===== src/rtl/pdm_pkg.sv =====
// Shared definitions for the PDM audio paths (receiver and DAC).
//   CIC_ORDER   : number of integrator / comb stages in the CIC filters
//   cic_width() : internal CIC word width for a given log2 decimation ratio
//   sat_shift() : arithmetic right shift followed by saturation to out_w bits
package pdm_pkg;

  localparam int unsigned CIC_ORDER = 4;

  // Widest CIC word supported (DECIM_LOG2 = 8); sat_shift works at this width.
  localparam int unsigned SAT_W = CIC_ORDER * 8 + 2;
  typedef logic signed [SAT_W-1:0] sat_t;

  // Capture point within a pdm_clk period.
  typedef enum logic {
    CAP_LOW_END  = 1'b0,  // last cycle of the low phase, just before pdm_clk rises
    CAP_HIGH_END = 1'b1   // last cycle of the high phase, just before pdm_clk falls
  } cap_edge_e;

  function automatic int unsigned cic_width(input int unsigned decim_log2);
    return CIC_ORDER * decim_log2 + 2;
  endfunction

  // Result is sign-extended to SAT_W; callers keep the low out_w bits.
  function automatic sat_t sat_shift(input sat_t x, input int unsigned shift,
                                     input int unsigned out_w);
    sat_t s;
    sat_t hi;
    sat_t lo;
    s  = x >>> shift;
    hi = (sat_t'(1) <<< (out_w - 1)) - sat_t'(1);
    lo = ~hi;
    if (s > hi) return hi;
    if (s < lo) return lo;
    return s;
  endfunction

endpackage


===== src/rtl/pdm_rx_cic_decimator.sv =====
// 4th-order CIC decimator with pipelined combs and saturating output scaling.
//   clk, rst      : system clock, asynchronous active-low reset
//   enable        : low synchronously clears the filter (sample is held)
//   bit_valid     : one-cycle strobe, bit_in is a new PDM bit
//   bit_in        : PDM bit (1 -> +1, 0 -> -1)
//   sample        : signed PCM sample, updated only with sample_valid
//   sample_valid  : one-cycle strobe per R input bits
module cic_decimator
  import pdm_pkg::*;
#(
  parameter int unsigned DECIM_LOG2   = 6,
  parameter int unsigned OUTPUT_WIDTH = 16
) (
  input  logic                           clk,
  input  logic                           rst,
  input  logic                           enable,
  input  logic                           bit_valid,
  input  logic                           bit_in,
  output logic signed [OUTPUT_WIDTH-1:0] sample,
  output logic                           sample_valid
);

  localparam int unsigned W     = cic_width(DECIM_LOG2);
  localparam int unsigned SHIFT = CIC_ORDER * DECIM_LOG2 + 1 - OUTPUT_WIDTH;

  localparam logic signed [W-1:0] PLUS_ONE  = W'(1);
  localparam logic signed [W-1:0] MINUS_ONE = '1;

  logic signed [W-1:0]     integ   [CIC_ORDER];
  logic signed [W-1:0]     comb    [CIC_ORDER];
  logic signed [W-1:0]     delay   [CIC_ORDER];
  logic [CIC_ORDER-1:0]    comb_v;
  logic [DECIM_LOG2-1:0]   dec_cnt;
  logic                    tick;
  logic signed [W-1:0]     x_in;

  assign x_in = bit_in ? PLUS_ONE : MINUS_ONE;

  // Integrators and decimation counter, advancing once per input bit.
  always_ff @(posedge clk or negedge rst) begin
    if (!rst) begin
      for (int unsigned k = 0; k < CIC_ORDER; k++) integ[k] <= '0;
      dec_cnt <= '0;
      tick    <= 1'b0;
    end else if (!enable) begin
      for (int unsigned k = 0; k < CIC_ORDER; k++) integ[k] <= '0;
      dec_cnt <= '0;
      tick    <= 1'b0;
    end else begin
      tick <= 1'b0;
      if (bit_valid) begin
        integ[0] <= integ[0] + x_in;
        for (int unsigned k = 1; k < CIC_ORDER; k++) integ[k] <= integ[k] + integ[k-1];
        dec_cnt <= dec_cnt + 1'b1;
        // Counter wraps at R naturally; the all-ones value marks the R-th bit.
        tick    <= &dec_cnt;
      end
    end
  end

  // Comb pipeline: one stage per clk, each stage's history updated only when
  // its input carries a decimated value. Output register follows stage 4.
  always_ff @(posedge clk or negedge rst) begin
    if (!rst) begin
      for (int unsigned k = 0; k < CIC_ORDER; k++) begin
        comb[k]  <= '0;
        delay[k] <= '0;
      end
      comb_v       <= '0;
      sample       <= '0;
      sample_valid <= 1'b0;
    end else if (!enable) begin
      for (int unsigned k = 0; k < CIC_ORDER; k++) begin
        comb[k]  <= '0;
        delay[k] <= '0;
      end
      comb_v       <= '0;
      sample_valid <= 1'b0;
    end else begin
      comb_v <= {comb_v[CIC_ORDER-2:0], tick};
      if (tick) begin
        comb[0]  <= integ[CIC_ORDER-1] - delay[0];
        delay[0] <= integ[CIC_ORDER-1];
      end
      for (int unsigned k = 1; k < CIC_ORDER; k++) begin
        if (comb_v[k-1]) begin
          comb[k]  <= comb[k-1] - delay[k];
          delay[k] <= comb[k-1];
        end
      end
      sample_valid <= comb_v[CIC_ORDER-1];
      if (comb_v[CIC_ORDER-1])
        sample <= OUTPUT_WIDTH'(sat_shift(sat_t'(comb[CIC_ORDER-1]), SHIFT, OUTPUT_WIDTH));
    end
  end

endmodule


===== src/rtl/pdm_rx.sv =====
// PDM microphone receiver: bit-clock generation, input synchronizer, capture
// strobe, and a CIC decimator producing signed PCM samples.
//   clk, rst      : system clock, asynchronous active-low reset
//   enable        : run; low holds pdm_clk at 0 and clears the datapath
//   pdm_clk       : microphone bit clock (CLK_DIV clk cycles per period)
//   pdm_data      : microphone data, asynchronous to clk
//   sample        : signed PCM sample
//   sample_valid  : one-cycle strobe marking a new sample
module pdm_rx
  import pdm_pkg::*;
#(
  parameter int unsigned CLK_DIV      = 16,
  parameter int unsigned DECIM_LOG2   = 6,
  parameter int unsigned OUTPUT_WIDTH = 16,
  parameter int unsigned CHANNEL_EDGE = 0
) (
  input  logic                           clk,
  input  logic                           rst,
  input  logic                           enable,
  output logic                           pdm_clk,
  input  logic                           pdm_data,
  output logic signed [OUTPUT_WIDTH-1:0] sample,
  output logic                           sample_valid
);

  localparam int unsigned CW = $clog2(CLK_DIV);
  localparam logic [CW-1:0] LAST = CW'(CLK_DIV - 1);
  localparam logic [CW-1:0] HALF = CW'(CLK_DIV / 2);
  localparam cap_edge_e     EDGE = (CHANNEL_EDGE == 0) ? CAP_LOW_END : CAP_HIGH_END;
  localparam logic [CW-1:0] CAP  = (EDGE == CAP_LOW_END) ? LAST : CW'(CLK_DIV / 2 - 1);

  logic [CW-1:0] cnt;
  logic [CW-1:0] cnt_nxt;
  logic [1:0]    sync;
  logic          bit_valid;

  always_comb begin
    cnt_nxt = (cnt == LAST) ? '0 : cnt + CW'(1);
  end

  // pdm_clk is decoded from the next count so the register lines up with cnt.
  always_ff @(posedge clk or negedge rst) begin
    if (!rst) begin
      cnt     <= '0;
      pdm_clk <= 1'b0;
      sync    <= '0;
    end else begin
      sync <= {sync[0], pdm_data};
      if (!enable) begin
        cnt     <= '0;
        pdm_clk <= 1'b0;
      end else begin
        cnt     <= cnt_nxt;
        pdm_clk <= (cnt_nxt < HALF);
      end
    end
  end

  // The first integrator stage registers the synchronized bit on this strobe.
  assign bit_valid = enable && (cnt == CAP);

  cic_decimator #(
    .DECIM_LOG2  (DECIM_LOG2),
    .OUTPUT_WIDTH(OUTPUT_WIDTH)
  ) u_cic (
    .clk         (clk),
    .rst         (rst),
    .enable      (enable),
    .bit_valid   (bit_valid),
    .bit_in      (sync[1]),
    .sample      (sample),
    .sample_valid(sample_valid)
  );

endmodule


===== config.mk =====
export PLATFORM = sky130hd
export DESIGN_NAME = pdm_rx
export DESIGN_NICKNAME = d
export VERILOG_FILES = /design/src/rtl/pdm_pkg.sv /design/src/rtl/pdm_rx_cic_decimator.sv /design/src/rtl/pdm_rx.sv
export SDC_FILE = /design/constraint.sdc
export NUM_CORES = 1
export LEC_CHECK = 0
export CORE_MARGIN = 4
export CORE_UTILIZATION = 65
export DETAILED_ROUTE_END_ITERATION = 10
export PLACE_DENSITY_LB_ADDON = 0.15
export SETUP_SLACK_MARGIN = 0.05
export SLEW_MARGIN = 20
export SYNTH_ARGS = -nofsm -noshare
export SYNTH_HDL_FRONTEND = slang
export SYNTH_SLANG_ARGS = --single-unit

===== constraint.sdc =====
create_clock -name clk -period 9.6 [get_ports clk]
set_input_delay 1.92 -clock clk [delete_from_list [all_inputs] [get_ports clk]]
set_output_delay 1.92 -clock clk [all_outputs]
set_load 0.05 [all_outputs]

==> impl_metrics.csv <==
group,metric,value,unit
global_routing,grt_pass1_vias,17957,
cts,post-cts-setup-buffers,0,
cells_and_area,drive_gt1_share,5.300,%
synth,netlist_instances,2565,
worst_setup_path,r2r_slack,6170,ps
global_routing,grt_max_degree,178,
floorplan,fp.dieW,196.0,microns
route,drt-total-wl,47750,microns
worst_setup_path,cp.arrival,4220,ps
min_path,hp-class,"reg2reg",
worst_setup_path,crit_path_end_kind,"flop",
worst_setup_path,cp.required,9960,ps
min_path,holdPathEnd,"u_cic.sample[15]",
outcome,status,"finished, final reports clean",
cells_and_area,seqCellArea,8463,sq um
sta,rsz0062_at_grt,"no",
worst_setup_path,worstSetupStartpointType,"input port",
cts,cts_hold_buf,0,
route,vias_per_cell,5.960,
floorplan,die_area,38430,sq um
floorplan,start_util,66.21,%
synth,synth_cell_types,86,
route,first_pass_iters,7,
power,vdd_drop_max,0.1396,mV
synth,ys_seq_area_share,36.80,%
synth,synth_seq_cells,338,
worst_setup_path,worstRegToRegCells,12,
sta,slew_headroom,34.93,%
synth,synth_commonest_cells,"338 x dfrtp_1, 275 x nor2_1, 235 x nand2_1",
sta,worstMarginPinSlew,976.1,ps
worst_setup_path,crit_type,"in2reg",
sta,finalSetupViolations,0,
cts,cts.sinks,338,
synth,synth_top_area_share,36.80,%
synth,syn_area_per_cell,8.960,sq um
synth,syn_area,22980,sq um
route,wire_per_inst,15.81,microns
cts,root_buffer,"clkbuf_16",
cts,cts_buffer_depth,3,
floorplan,coreArea,34710,sq um
sta,fmax,258.9,MHz
min_path,hold_path_depth,2,
route,drt_iter0_drc,851,
global_routing,grt_pass1_wl,82280,microns
cells_and_area,nets,2752,
synth,post-synth-top-area-cell,"dfrtp_1",
worst_setup_path,critPathMaxFanout,153,
synth,synth_edf_count,0,
sta,hold_viol_final,0,
sta,holdWs,485.8,ps
synth,synth_flop_cell,"dfrtp_1",
synth,synth_nets,2776,
worst_setup_path,r2r_start,"sync[1]",
cts,clk_latency,520,ps
worst_setup_path,cpPeakStageDelay,840,ps
power,p_leak,0.01155,uW
global_routing,grt_overflow,0,
sta,finalCritPeriodShare,40.24,%
floorplan,ios,22,
route,ant_nets,0,
worst_setup_path,cpMostUsedCell,"buf_4",
global_routing,antenna_found_initial,0,
placement,gp_congestion,0.9591,
cells_and_area,diodes,0,
cts,cts_max_level,2,
worst_setup_path,slowest_stage,"buf_4",
floorplan,rows,68,
min_path,hold_start,"u_cic.sample[15]",
sta,slew_violations,0,
synth,yosys-top-cells-area,"dfrtp_1 37%, ha_1 11%, mux2i_1 6.7%, nor2_1 4.5%, a21oi_1 4.5%",
flow_run,maxCapViolCount,0,
cts,clkTransAtPathRegs,60,ps
cells_and_area,nFillCells,2595,
synth,yosysMostFrequentCell,"dfrtp_1",
sta,skew,10.47,ps
floorplan,die_h,196.0,microns
worst_setup_path,r2r-end,"u_cic.integ[103]",
placement,hpwl,33000,microns
worst_setup_path,worstPathCellList,"buf_2 -> buf_4 -> inv_8 -> buf_4 -> nor4b_1 -> mux2i_1 -> o311ai_0",
cts,cts_resized,0,
cts,cts_tree,"yes",
synth,yosys_warnings,0,
cells_and_area,area_delta_synth_final,7.834,%
route,route.detailed.drc,0,
synth,async_flop_share,100.0,%
route,vias,18005,
sta,period_minus_slack,3863,ps
sta,setup_tns,0,ps
cells_and_area,multi_input_area,13540,sq um
placement,port_buffers,21,
cts,cts_made_buffers,37,
power,powerDensity,119.7,nW/um^2
global_routing,track_usage,24.71,%
## area by class of cell
cell class	instances	share of cell area (%)
timing repair buffer	36	1.353
tap	455	2.297
clock inverter	12	0.6613
multi-input combinational	1964	54.65
clock buffer	52	4.377
inverter	164	2.514
sequential	338	34.15
## where the power goes
part           total (uW)  internal (uW)  switching [uW]  leakage [uW]
sequential           1430           1430            1.79       0.00471
combinational        78.3           13.8            64.6       0.00622
clock                1460            894             566      0.000620
## per-stage QoR
| step | std cells | util [%] | area [sq um] | setup slack (ps) | total power, uW |
|---|---|---|---|---|---|
| after floorplan | 2565 | - | 22980 | 6329 | 1493 |
| after global placement | 2957 | 67.80 | 23540 | 5130 | 1533 |
| after detailed placement | 2957 | 67.80 | 23540 | 5124 | 1535 |
| after CTS | 3021 | 71.40 | 24780 | 5649 | 2996 |
| after global routing | 3021 | 71.40 | 24780 | 5481 | 3065 |
| final | 3021 | 71.40 | 24780 | 5737 | 2967 |
## metal layers
metal	vias up	wire (microns)	GRT usage [%]	share of wire, %
met3	102	1498	3.005	3.1
met4	0	1344	7.422	2.8
met5	-	0	0	0
li1	9048	-	-	-
met1	8533	20350	29.90	43
met2	322	24560	46.08	51
## state kept, by name, summed over array words and instances (netlist names)
| signal | count |
|---|---|
| u_cic.tick | 1 |
| u_cic.dec_cnt | 6 |
| u_cic.sample_valid | 1 |
| pdm_clk | 1 |
| cnt | 4 |
| sync | 2 |
| u_cic.sample | 16 |
| u_cic.integ | 104 |
| u_cic.comb_v | 4 |
| u_cic.comb | 95 |
| u_cic.delay | 104 |
## cells by family after synthesis
group | after synthesis | share of synthesized area (%)
buf+inv | 263 | 4.306
compound gates | 669 | 18.96
simple gates | 760 | 14.82
flops | 338 | 36.80
xor+xnor | 141 | 5.373
fa+ha+maj | 222 | 12.15
mux | 172 | 7.589
## layout by cell type, fill, tap and decap left out, types with 16 or more instances in the layout
| cell | synthesis | layout |
|---|---|---|
| nor3_1 | 50 | 50 |
| dfrtp_1 | 338 | 334 |
| a211oi_1 | 31 | 31 |
| mux2_2 | 18 | 18 |
| xor2_1 | 57 | 57 |
| xnor2_1 | 84 | 84 |
| a21o_1 | 92 | 92 |
| nand2_1 | 235 | 235 |
| and2_1 | 19 | 19 |
| nand2b_1 | 24 | 24 |
| nor2b_1 | 24 | 24 |
| o21ai_0 | 129 | 129 |
| clkdlybuf4s50_1 | 0 | 19 |
| o21bai_1 | 28 | 28 |
| a31oi_1 | 18 | 18 |
| or3_1 | 17 | 17 |
| clkbuf_16 | 0 | 39 |
| nand3_1 | 40 | 39 |
| a21oi_1 | 205 | 205 |
| nor2_1 | 275 | 274 |
| mux2i_1 | 154 | 154 |
| ha_1 | 200 | 200 |
| o21a_1 | 31 | 31 |
| inv_1 | 162 | 162 |
| and3_1 | 17 | 16 |
| nand4_1 | 19 | 19 |
## worst max-delay path by stage
stage / startpoint / end / slack, ps / depth (start not counted)
6_report: enable / u_cic.integ[23] / 5740 / 7
5_1_grt: enable / u_cic.integ[23] / 5480 / 7
4_1_cts: enable / u_cic.integ[23] / 5650 / 7
3_5_place_dp: enable / u_cic.integ[23] / 5120 / 7
3_3_place_gp: enable / u_cic.integ[23] / 5130 / 7
2_1_floorplan: enable / u_cic.sample[10] / 6330 / 5
## worst max-delay path: cells and delay by family
family                 cells  cell delay [ps]
muxes                      1              160
AOI/OAI and AO/OA          1              130
and+or+nand+nor            1              150
buffers and inverters      4             1820
(Power assumes the default switching activity.)
